--- src/rtl/multicycle_control.sv ---
`default_nettype none
// ============================================================================
// Module   : multicycle_control
// Purpose  : Moore-FSM controller for a multicycle MIPS datapath (lw, sw,
//            R-type, beq, addi, j) driving mux selects, enables and ALUControl.
// Revision : 1.0 - initial release
// ============================================================================
module multicycle_control #(
    parameter int STATE_W = 4
) (
    input  logic       clk,
    input  logic       reset,
    input  logic [5:0] opcode,
    input  logic [5:0] funct,
    input  logic       zero,
    output logic       IorD,
    output logic       MemWrite,
    output logic       IRWrite,
    output logic       PCEn,
    output logic       RegDst,
    output logic       MemtoReg,
    output logic       RegWrite,
    output logic       ALUSrcA,
    output logic [1:0] ALUSrcB,
    output logic [1:0] PCSrc,
    output logic [2:0] ALUControl,
    output logic       illegal
);

    typedef enum logic [STATE_W-1:0] {
        S_FETCH    = STATE_W'(0),
        S_DECODE   = STATE_W'(1),
        S_MEMADR   = STATE_W'(2),
        S_MEMRD    = STATE_W'(3),
        S_MEMWB    = STATE_W'(4),
        S_MEMWR    = STATE_W'(5),
        S_EXECUTE  = STATE_W'(6),
        S_ALUWB    = STATE_W'(7),
        S_BRANCH   = STATE_W'(8),
        S_ADDIEXEC = STATE_W'(9),
        S_ADDIWB   = STATE_W'(10),
        S_JUMP     = STATE_W'(11)
    } state_t;

    localparam logic [5:0] c_OP_LW    = 6'b100011;
    localparam logic [5:0] c_OP_SW    = 6'b101011;
    localparam logic [5:0] c_OP_RTYPE = 6'b000000;
    localparam logic [5:0] c_OP_BEQ   = 6'b000100;
    localparam logic [5:0] c_OP_ADDI  = 6'b001000;
    localparam logic [5:0] c_OP_J     = 6'b000010;

    localparam logic [1:0] c_ALUOP_ADD   = 2'b00;
    localparam logic [1:0] c_ALUOP_SUB   = 2'b01;
    localparam logic [1:0] c_ALUOP_FUNCT = 2'b10;

    state_t     r_state;
    state_t     w_next;
    logic       w_pcwrite;
    logic       w_branch;
    logic [1:0] w_aluop;
    logic       w_funct_ok;
    logic [2:0] w_funct_ctl;

    always_ff @(posedge clk) begin
        if (reset) begin
            r_state <= S_FETCH;
        end else begin
            r_state <= w_next;
        end
    end

    always_comb begin
        w_funct_ok  = 1'b1;
        w_funct_ctl = 3'b000;
        case (funct)
            6'b100000: w_funct_ctl = 3'b000;
            6'b100010: w_funct_ctl = 3'b001;
            6'b100100: w_funct_ctl = 3'b010;
            6'b100101: w_funct_ctl = 3'b011;
            6'b101010: w_funct_ctl = 3'b101;
            default:   w_funct_ok  = 1'b0;
        endcase
    end

    always_comb begin
        w_next     = S_FETCH;
        w_pcwrite  = 1'b0;
        w_branch   = 1'b0;
        w_aluop    = c_ALUOP_ADD;
        IorD       = 1'b0;
        MemWrite   = 1'b0;
        IRWrite    = 1'b0;
        RegDst     = 1'b0;
        MemtoReg   = 1'b0;
        RegWrite   = 1'b0;
        ALUSrcA    = 1'b0;
        ALUSrcB    = 2'b00;
        PCSrc      = 2'b00;
        illegal    = 1'b0;

        case (r_state)
            S_FETCH: begin
                ALUSrcB   = 2'b01;
                IRWrite   = 1'b1;
                w_pcwrite = 1'b1;
                w_next    = S_DECODE;
            end
            S_DECODE: begin
                ALUSrcB = 2'b11;
                case (opcode)
                    c_OP_LW, c_OP_SW: w_next = S_MEMADR;
                    c_OP_RTYPE:       w_next = S_EXECUTE;
                    c_OP_BEQ:         w_next = S_BRANCH;
                    c_OP_ADDI:        w_next = S_ADDIEXEC;
                    c_OP_J:           w_next = S_JUMP;
                    default: begin
                        illegal = 1'b1;
                        w_next  = S_FETCH;
                    end
                endcase
            end
            S_MEMADR: begin
                ALUSrcA = 1'b1;
                ALUSrcB = 2'b10;
                w_next  = (opcode == c_OP_LW) ? S_MEMRD : S_MEMWR;
            end
            S_MEMRD: begin
                IorD   = 1'b1;
                w_next = S_MEMWB;
            end
            S_MEMWB: begin
                MemtoReg = 1'b1;
                RegWrite = 1'b1;
            end
            S_MEMWR: begin
                IorD     = 1'b1;
                MemWrite = 1'b1;
            end
            S_EXECUTE: begin
                ALUSrcA = 1'b1;
                w_aluop = c_ALUOP_FUNCT;
                if (w_funct_ok) begin
                    w_next = S_ALUWB;
                end else begin
                    illegal = 1'b1;
                end
            end
            S_ALUWB: begin
                RegDst   = 1'b1;
                RegWrite = 1'b1;
            end
            S_BRANCH: begin
                ALUSrcA  = 1'b1;
                w_aluop  = c_ALUOP_SUB;
                PCSrc    = 2'b01;
                w_branch = 1'b1;
            end
            S_ADDIEXEC: begin
                ALUSrcA = 1'b1;
                ALUSrcB = 2'b10;
                w_next  = S_ADDIWB;
            end
            S_ADDIWB: begin
                RegWrite = 1'b1;
            end
            S_JUMP: begin
                PCSrc     = 2'b10;
                w_pcwrite = 1'b1;
            end
            // Spare encodings fall back to FETCH with everything idle.
            default: w_next = S_FETCH;
        endcase

        case (w_aluop)
            c_ALUOP_SUB:   ALUControl = 3'b001;
            c_ALUOP_FUNCT: ALUControl = w_funct_ctl;
            default:       ALUControl = 3'b000;
        endcase

        PCEn = w_pcwrite | (w_branch & zero);

        // Reset silences the datapath immediately, aborting any in-flight write.
        if (reset) begin
            IorD       = 1'b0;
            MemWrite   = 1'b0;
            IRWrite    = 1'b0;
            PCEn       = 1'b0;
            RegDst     = 1'b0;
            MemtoReg   = 1'b0;
            RegWrite   = 1'b0;
            ALUSrcA    = 1'b0;
            ALUSrcB    = 2'b00;
            PCSrc      = 2'b00;
            ALUControl = 3'b000;
            illegal    = 1'b0;
        end
    end

endmodule
`default_nettype wire

--- config.mk ---
export PLATFORM = sky130hd
export DESIGN_NAME = multicycle_control
export DESIGN_NICKNAME = d
export VERILOG_FILES = /design/src/rtl/multicycle_control.sv
export SDC_FILE = /design/constraint.sdc
export NUM_CORES = 1
export LEC_CHECK = 0
export BUFFER_PORTS_ARGS = -buffer_cell sky130_fd_sc_hd__buf_2
export CAP_MARGIN = 30
export CELL_PAD_IN_SITES_DETAIL_PLACEMENT = 1
export CELL_PAD_IN_SITES_GLOBAL_PLACEMENT = 2
export CORE_MARGIN = 1
export CORE_UTILIZATION = 22
export CTS_BUF_LIST = sky130_fd_sc_hd__clkbuf_16
export CTS_CLUSTER_SIZE = 12
export DETAILED_ROUTE_END_ITERATION = 10
export GPL_ROUTABILITY_DRIVEN = 0
export PLACE_DENSITY = 0.82
export SYNTH_ARGS = -nofsm -noshare
export SYNTH_HDL_FRONTEND = slang
export SYNTH_SLANG_ARGS = --single-unit
--- constraint.sdc ---
create_clock -name clk -period 1.81 [get_ports clk]
set_input_delay 0.181 -clock clk [delete_from_list [all_inputs] [get_ports clk]]
set_output_delay 0.181 -clock clk [all_outputs]
set_load 0.05 [all_outputs]
==> results.sh, run 1 <==
export IMPL_postLayoutSetupSlackWorst_ps=-156
export IMPL_largest_reg_flops=4
export IMPL_end_kind="output port"
export IMPL_hold_viol_final=0
export IMPL_synth_top_area_share_pct=13.0
export IMPL_area_growth_pct=89.1
export IMPL_die_area_um2=3030
export IMPL_netlist_top_cells_count="nor2_1 (10), nor3_1 (7), nor4_1 (6)"
export IMPL_avgSynthCellArea_um2=6.94
export IMPL_synth_area_leader_cell="dfxtp_1"
export IMPL_synth_edf_count=0
export IMPL_clock_sinks=4
export IMPL_num_vias=879
export IMPL_synthCells=89
export IMPL_grt_pass1_wl_mm=4.01
export IMPL_hp_class="in2reg"
export IMPL_worstPathCellList="nand2b_4 > or3_4 > ha_4 > nand3b_1 > nor2_2 > o21a_4 > buf_6"
export IMPL_total_power_uw=618
export IMPL_p_leak_nw=0.484
export IMPL_cp_max_fo=3
export IMPL_root_buffer="clkbuf_16"
export IMPL_placed_cell_area_um2=985
export IMPL_critPathSlowestCell="or3_4"
export IMPL_rsz0062_at_grt="true"
export IMPL_die_h_um=55.0
export IMPL_worstSetupStartpointType="register"
export IMPL_slew_headroom_pct=63.9
export IMPL_cts_htree_levels=1
export IMPL_initialDrtViolationCount=4
export IMPL_tightest_slew_ps=534
export IMPL_synth_fp_nets=106
export IMPL_largest_register="r_state"
export IMPL_die_x_um=55.0
export IMPL_clk_latency_ps=230
export IMPL_drc=0
export IMPL_grt_pass1_vias=865
export IMPL_numPortBuffers=30
export IMPL_finClkSkew_ps=3.89
export IMPL_numPlacedInstances=162
export IMPL_maxSlewViolCount=0
export IMPL_synth_area_leaders="dfxtp_1 (13%), nor2_1 (6.1%), nor4_1 (6.1%)"
export IMPL_worst_ir_drop_vdd_uv=274
export IMPL_routed_wl_mm=2.63
export IMPL_avgRoutedWirePerCell_um=15.8
export IMPL_hpwl_mm=1.83
export IMPL_grt_max_degree=15
export IMPL_overflow=0
export IMPL_yosys_warnings=0
export IMPL_routed_via_density=5.30
export IMPL_antenna_found_initial=0
export IMPL_maxCapViolCount=0
export IMPL_power_density_nw_per_um2=529
export IMPL_criticalPathCategory="reg2out"
export IMPL_critPathMaxStageDelay_ps=350
export IMPL_cts_made_buffers=3
export IMPL_finalCriticalPeriod_ps=1970
export IMPL_core_area_um2=2570
export IMPL_ios=31
export IMPL_max_freq_mhz=509
export IMPL_status="finished, violations left"
export IMPL_cts_tree="done"
export IMPL_syn_cell_area_um2=618
export IMPL_synthArstFlopShare_pct=0
export IMPL_yosysMostFrequentCell="nor2_1"
export IMPL_yosysSeqAreaShare_pct=13.0
export IMPL_antenna_left=0
export IMPL_critPathArrivalTime_ps=1790
export IMPL_synth_cell_types=36
export IMPL_holdWs_ps=379
export IMPL_critPathRequiredTime_ps=1630
export IMPL_nets=155
export IMPL_cts_buffer_depth=2
export IMPL_ys_ff_latch=4
export IMPL_reg_largest_list="r_state x4"
export IMPL_final_cells=166
export IMPL_first_pass_iters=4
export IMPL_path_clk_slew_ps=30
export IMPL_timing_setup_tns_ps=-421
export IMPL_final_design_area_no_fill_um2=1170
export IMPL_post_route_period_util_pct=109
export IMPL_violations="negative setup slack"
export IMPL_drive_above_1_share_pct=54.4
export IMPL_synthFlopType="dfxtp_1"
export IMPL_num_antenna_cells=0
export IMPL_hold_buffers=0
export IMPL_grt_usage_pct=19.0
export IMPL_row_count=18
export IMPL_initial_core_util_pct=24.1
export IMPL_finalSetupViolCount=4
-- worst paths after layout --
kind,from,end,slack [ps],depth (start not counted)
worst max register to register,r_state[1]$_SDFF_PP0_,r_state[2]$_SDFF_PP0_,400,6
worst max-delay path,r_state[2]$_SDFF_PP0_,ALUControl[0],-160,7
worst min register to register,r_state[2]$_SDFF_PP0_,r_state[3]$_SDFF_PP0_,700,3
worst min-delay path,funct[4],r_state[1]$_SDFF_PP0_,380,4
-- layout by cell type (no fill, tap or decap), drive strengths merged, types with 2 or more instances in the layout --
| cell | count |
|---|---|
| nor4b | 2 |
| nor2b | 4 |
| dfxtp | 4 |
| or4 | 2 |
| buf | 49 |
| a22oi | 2 |
| o21a | 2 |
| nand2b | 4 |
| inv | 4 |
| nor3 | 7 |
| xor2 | 2 |
| nand3 | 3 |
| a31oi | 4 |
| nor2 | 10 |
| a21oi | 2 |
| o21ai | 2 |
| ha | 2 |
| nand2 | 4 |
| a211oi | 2 |
| o31ai | 2 |
| clkbuf | 4 |
| o211ai | 2 |
| nor4 | 6 |
-- kinds of logic (layout without fill, tap and decap cells) --
| family | Yosys count | after routing | share of synthesized area, % |
|---|---|---|---|
| buffers and inverters | 10 | 57 | 8.50 |
| AO/OA/AOI/OAI | 21 | 21 | 23.5 |
| multiplexers | 2 | 2 | 3.44 |
| adder cells (fa/ha/maj) | 2 | 2 | 4.05 |
| XOR/XNOR | 3 | 3 | 4.25 |
| flip-flops | 4 | 4 | 13.0 |
| AND/OR/NAND/NOR | 47 | 47 | 43.3 |
-- worst max-delay path, delay by kind of cell (launching register included) --
family	cells	cell delay, ps
simple gates	4	740
fa+ha+maj	1	170
buf+inv	1	140
compound gates	1	190
flops	1	310
-- per-layer routing --
metal  vias up  wire [um]  global-route usage (%)
met4         0         19                    5.42
met1       420       1090                    20.8
li1        434          -                       -
met3         3         97                    4.37
met2        22       1430                    35.7
met5         -          0                       0
-- power breakdown --
part           leakage [nW]  total (mW)  internal [mW]  switching [mW]
clock                0.0370       0.352          0.283          0.0687
sequential           0.0336      0.0948         0.0917         0.00314
combinational         0.413       0.172         0.0685           0.103
total                 0.484       0.618          0.443           0.175
-- stage by stage --
| step | util [%] | worst slack, ps |
|---|---|---|
| 3_5_place_dp | 38.4 | -156 |
| 6_report | 45.5 | -156 |
| 4_1_cts | 44.7 | -164 |
| 2_1_floorplan | - | -445 |
| 3_3_place_gp | 38.4 | -112 |
| 5_1_grt | 45.5 | -209 |
-- final cells by class --
type                       instances  area [um2]
tap                               30        37.5
timing repair buffer              50         343
sequential                         4        82.6
inverter                           4        15.0
fill                             320        1400
clock buffer                       3        75.1
multi-input combinational         75         616
-- repair_timing --
item,CTS,global route
pin swaps,4,1
resized for setup,19,11
gates cloned,0,0
buffers inserted,1,0
setup endpoints to repair,4,8
Power figures use the tool's default switching activity.
==> inputs of run 2 (changes only) <==
--- a/config.mk
+++ b/config.mk
@@ -10,12 +10,12 @@
 export CELL_PAD_IN_SITES_DETAIL_PLACEMENT = 1
 export CELL_PAD_IN_SITES_GLOBAL_PLACEMENT = 2
 export CORE_MARGIN = 1
-export CORE_UTILIZATION = 22
+export CORE_UTILIZATION = 20
 export CTS_BUF_LIST = sky130_fd_sc_hd__clkbuf_16
 export CTS_CLUSTER_SIZE = 12
 export DETAILED_ROUTE_END_ITERATION = 10
 export GPL_ROUTABILITY_DRIVEN = 0
-export PLACE_DENSITY = 0.82
+export PLACE_DENSITY = 0.78
 export SYNTH_ARGS = -nofsm -noshare
 export SYNTH_HDL_FRONTEND = slang
 export SYNTH_SLANG_ARGS = --single-unit
==> constraint.sdc (replaced) <==
create_clock -name clk -period 1.6 [get_ports clk]
set_input_delay 0.16 -clock clk [delete_from_list [all_inputs] [get_ports clk]]
set_output_delay 0.16 -clock clk [all_outputs]
set_load 0.05 [all_outputs]
==> run 2 against run 1 <==
Effect of this change:
- the flow finishes with violations (design-rule violations, negative setup slack)
- power rose by 21%
- largest power group unchanged
- design area grew 20%
- non-clock buffer count up 5
- critical endpoint unchanged
- die area up 9.6%
- critical path type unchanged
==> results.sh, run 2 (same netlist as run 1, synthesis figures left out) <==
export IMPL_criticalPathCategory="reg2out"
export IMPL_register_area_um2=83.8
export IMPL_max_freq_mhz=507
export IMPL_worst_ir_drop_vdd_uv=235
export IMPL_postLayoutSetupSlackWorst_ps=-373
export IMPL_power_density_nw_per_um2=535
export IMPL_route_met3_wl_um=56
export IMPL_rsz0062_at_grt="true"
export IMPL_core_area_um2=2850
export IMPL_die_x_um=57.6
export IMPL_die_h_um=57.6
export IMPL_drive_above_1_share_pct=68.1
export IMPL_end_kind="output port"
export IMPL_multi_input_area_um2=757
export IMPL_hold_viol_final=0
export IMPL_antenna_left=0
export IMPL_highest_layer="met4"
export IMPL_routed_wl_mm=2.98
export IMPL_hold_depth=4
export IMPL_root_buffer="clkbuf_16"
export IMPL_critPathArrivalTime_ps=1810
export IMPL_finClkSkew_ps=0.698
export IMPL_path_clk_slew_ps=30
export IMPL_reg2regPathDepth=6
export IMPL_reg_largest_list="r_state x4"
export IMPL_fin_util_pct=49.1
export IMPL_die_area_um2=3320
export IMPL_final_cell_mix="buf_4 (24), buf_2 (15), buf_6 (15)"
export IMPL_hpwl_mm=1.95
export IMPL_clk_latency_ps=230
export IMPL_finalSetupViolCount=9
export IMPL_layout_commonest_cell="buf_4"
export IMPL_num_antenna_cells=0
export IMPL_maxCapViolCount=0
export IMPL_finalCriticalPeriod_ps=1970
export IMPL_drc=3
export IMPL_reg2reg_slack_ps=160
export IMPL_num_vias=909
export IMPL_cts_buffer_depth=2
export IMPL_grt_usage_pct=17.7
export IMPL_grt_pass1_vias=970
export IMPL_row_count=19
export IMPL_grt_pass1_wl_mm=4.45
export IMPL_violations="design-rule violations, negative setup slack"
export IMPL_routed_via_density=5.28
export IMPL_cts_made_buffers=3
export IMPL_nets=160
export IMPL_first_pass_iters=9
export IMPL_avgRoutedWirePerCell_um=17.3
export IMPL_initialDrtViolationCount=35
export IMPL_post_route_period_util_pct=123
export IMPL_dr_wl_met2_mm=1.82
export IMPL_num_fill_cells=322
export IMPL_p_leak_nw=0.535
export IMPL_status="finished, violations left"
export IMPL_numPortBuffers=30
export IMPL_largest_register="r_state"
export IMPL_critPathRequiredTime_ps=1440
export IMPL_largest_reg_flops=4
export IMPL_tightest_slew_ps=333
export IMPL_clock_sinks=4
export IMPL_worstSetupStartpointType="register"
export IMPL_maxSlewViolCount=0
export IMPL_pre_cts_slack_ps=-181
export IMPL_initial_core_util_pct=21.7
export IMPL_hp_class="in2reg"
export IMPL_cts_tree="done"
export IMPL_grt_max_degree=18
export IMPL_holdWs_ps=391
export IMPL_area_growth_pct=127
export IMPL_overflow=0
export IMPL_antenna_found_initial=0
export IMPL_ios=31
export IMPL_slew_headroom_pct=77.2
export IMPL_cp_max_fo=3
export IMPL_cts_htree_levels=1
export IMPL_drt_met1_wl_mm=1.08
run 2: worst paths after layout:
check | to | start
setup reg to reg | r_state[1]$_SDFF_PP0_ | r_state[1]$_SDFF_PP0_
hold reg to reg | r_state[3]$_SDFF_PP0_ | r_state[2]$_SDFF_PP0_
hold / removal | r_state[2]$_SDFF_PP0_ | opcode[4]
setup / recovery | ALUControl[0] | r_state[2]$_SDFF_PP0_
run 2: metrics by stage:
stage / cells / TNS (ps) / power [mW] / instance area [um2]
2_1_floorplan: 89 / -903 / 0.229 / 764
3_5_place_dp: 168 / -549 / 0.303 / 1090
4_1_cts: 170 / -1080 / 0.724 / 1280
5_1_grt: 172 / -1960 / 0.766 / 1400
3_3_place_gp: 168 / -432 / 0.299 / 1090
6_report: 172 / -1350 / 0.749 / 1400
run 2: repair_timing:
item                                    4_1_cts  5_1_grt
resized for setup                            32       30
endpoints found under the setup margin        9       15
gates cloned                                  0        0
hold buffers                                  0        0
pin swaps                                     3        2
buffers inserted                              0        2
run 2: routing by layer:
metal	up-vias	global-route usage (%)
li1	440	-
met1	446	18.0
met2	21	36.5
met3	2	0.680
met4	0	7.32
met5	-	0
run 2: where the power goes:
group	leakage, nW	switching (mW)	internal, mW
Clock	0.0370	0.0847	0.321
Sequential	0.0338	0.00378	0.104
Combinational	0.464	0.140	0.0960
Total	0.535	0.228	0.521
run 2: worst max-delay path, cell delays in order, from the launching register on:
cell      delay, ps
dfxtp_2         320
nand2b_4        130
or3_4           350
ha_4            170
nand3b_1        180
nor2_2           70
o21a_4          210
buf_6           140
run 2: final cells by class:
| cell class | count | share of cell area, % |
|---|---|---|
| multi-input cells | 75 | 54.0 |
| repair buffers | 55 | 30.8 |
| flip-flops and latches | 4 | 5.98 |
| clock buffers | 3 | 5.36 |
| well taps | 31 | 2.77 |
| inverters | 4 | 1.07 |
==> inputs of run 3 (changes only) <==
--- a/config.mk
+++ b/config.mk
@@ -11,7 +11,6 @@
 export CELL_PAD_IN_SITES_GLOBAL_PLACEMENT = 2
 export CORE_MARGIN = 1
 export CORE_UTILIZATION = 20
-export CTS_BUF_LIST = sky130_fd_sc_hd__clkbuf_16
 export CTS_CLUSTER_SIZE = 12
 export DETAILED_ROUTE_END_ITERATION = 10
 export GPL_ROUTABILITY_DRIVEN = 0
==> run 3 against run 2 <==
Effect of this change:
- the flow still finishes with violations (design-rule violations, negative setup slack)
- via count fell by 0.44%
- sequential share of layout area grew 0.31 points
- sequential power about the same
- power shrank 38%
- die area did not move
- register-to-register slack better by 30 ps
- largest power group is now combinational cells
==> results.sh, run 3 (same netlist as run 1, synthesis figures left out) <==
export IMPL_antenna_left=0
export IMPL_reg_largest_list="r_state x4"
export IMPL_die_area_um2=3320
export IMPL_cts_htree_levels=1
export IMPL_rsz0062_at_grt="true"
export IMPL_cts_tree="done"
export IMPL_hold_viol_final=0
export IMPL_num_vias=905
export IMPL_area_growth_pct=115
export IMPL_grt_max_degree=18
export IMPL_slew_headroom_pct=71.9
export IMPL_holdWs_ps=337
export IMPL_end_kind="output port"
export IMPL_worst_ir_drop_vdd_uv=161
export IMPL_total_power_uw=461
export IMPL_worstPathCellList="nand2b_4 > or3_4 > ha_4 > nand3b_1 > nor2_2 > o21a_4 > buf_6"
export IMPL_root_buffer="clkbuf_4"
export IMPL_antenna_found_initial=0
export IMPL_final_cell_mix="buf_4 (28), buf_6 (16), buf_2 (14)"
export IMPL_nets=163
export IMPL_grt_pass1_wl_mm=4.25
export IMPL_cts_buffer_depth=2
export IMPL_initialDrtViolationCount=28
export IMPL_largest_reg_flops=4
export IMPL_post_route_period_util_pct=123
export IMPL_ios=31
export IMPL_cp_max_fo=3
export IMPL_critPathRequiredTime_ps=1440
export IMPL_tightest_slew_ps=417
export IMPL_hpwl_mm=1.95
export IMPL_p_leak_nw=0.522
export IMPL_maxSlewViolCount=0
export IMPL_grt_usage_pct=16.4
export IMPL_num_antenna_cells=0
export IMPL_initial_core_util_pct=21.7
export IMPL_status="finished, violations left"
export IMPL_finalCriticalPeriod_ps=1970
export IMPL_routed_via_density=5.17
export IMPL_cts_made_buffers=3
export IMPL_drc=3
export IMPL_clock_sinks=4
export IMPL_first_pass_iters=9
export IMPL_maxCapViolCount=0
export IMPL_numPortBuffers=30
export IMPL_postLayoutSetupSlackWorst_ps=-375
export IMPL_die_x_um=57.6
export IMPL_finClkSkew_ps=0.152
export IMPL_core_area_um2=2850
export IMPL_routed_wl_mm=2.59
export IMPL_power_density_nw_per_um2=346
export IMPL_grt_pass1_vias=968
export IMPL_violations="design-rule violations, negative setup slack"
export IMPL_overflow=0
export IMPL_critPathArrivalTime_ps=1810
export IMPL_drive_above_1_share_pct=66.7
export IMPL_reg2reg_slack_ps=190
export IMPL_hold_buffers=0
export IMPL_clk_latency_ps=240
export IMPL_worstSetupStartpointType="register"
export IMPL_largest_register="r_state"
export IMPL_hp_class="in2reg"
export IMPL_layout_commonest_cell="buf_4"
export IMPL_max_freq_mhz=506
export IMPL_path_clk_slew_ps=40
export IMPL_finalSetupViolCount=10
export IMPL_critPathSlowestCell="or3_4"
export IMPL_avgRoutedWirePerCell_um=14.8
export IMPL_die_h_um=57.6
export IMPL_critPathMaxStageDelay_ps=350
export IMPL_criticalPathCategory="reg2out"
export IMPL_row_count=19
==> run 3: layout make-up <==
class | instances | area, um2
fillers | 332 | 1520
multi-input cells | 75 | 711
repair buffers | 58 | 460
flip-flops and latches | 4 | 83.8
well taps | 31 | 38.8
clock buffers | 3 | 22.5
inverters | 4 | 15.0
==> run 3: what timing repair did <==
item	CTS	global route
cloned	0	0
pin swaps	3	6
buffers inserted	0	4
setup endpoints to repair	11	15
resized for setup	38	18
==> run 3: critical path, delay by kind of cell, from the launching register on <==
family                     cells  cell delay, ps
AOI/OAI and AO/OA              1             210
buffers and inverters          1             150
and+or+nand+nor                4             730
adders and majority gates      1             170
DFF                            1             320
==> run 3: power by group <==
part	internal, mW	switching (mW)
registers	0.104	0.00366
logic	0.0956	0.129
clock network	0.0841	0.0443
==> run 3: per-layer routing <==
metal  wire (um)  GRT usage, %  up-vias
li1            -             -      447
met3          58         0.680        2
met1        1060          19.2      435
met2        1470          31.1       21
met4          13          6.27        0
met5           0             0        -
==> run 3: worst paths after layout <==
path,endpoint,from,depth (start not counted)
worst max-delay path,ALUControl[0],r_state[2]$_SDFF_PP0_,7
worst min-delay path,r_state[2]$_SDFF_PP0_,opcode[4],4
worst max register to register,r_state[2]$_SDFF_PP0_,r_state[1]$_SDFF_PP0_,6
worst min register to register,r_state[3]$_SDFF_PP0_,r_state[2]$_SDFF_PP0_,2
==> run 3: stage by stage <==
stage          setup TNS [ps]  std cells  setup WS [ps]  utilization [%]  instance area (um2)
2_1_floorplan            -903         89           -355                -                  764
3_3_place_gp             -432        168           -157             38.1                 1090
3_5_place_dp             -549        168           -181             38.1                 1090
4_1_cts                 -1270        171           -379             43.3                 1240
5_1_grt                 -2680        175           -427             46.7                 1330
6_report                -1800        175           -375             46.7                 1330
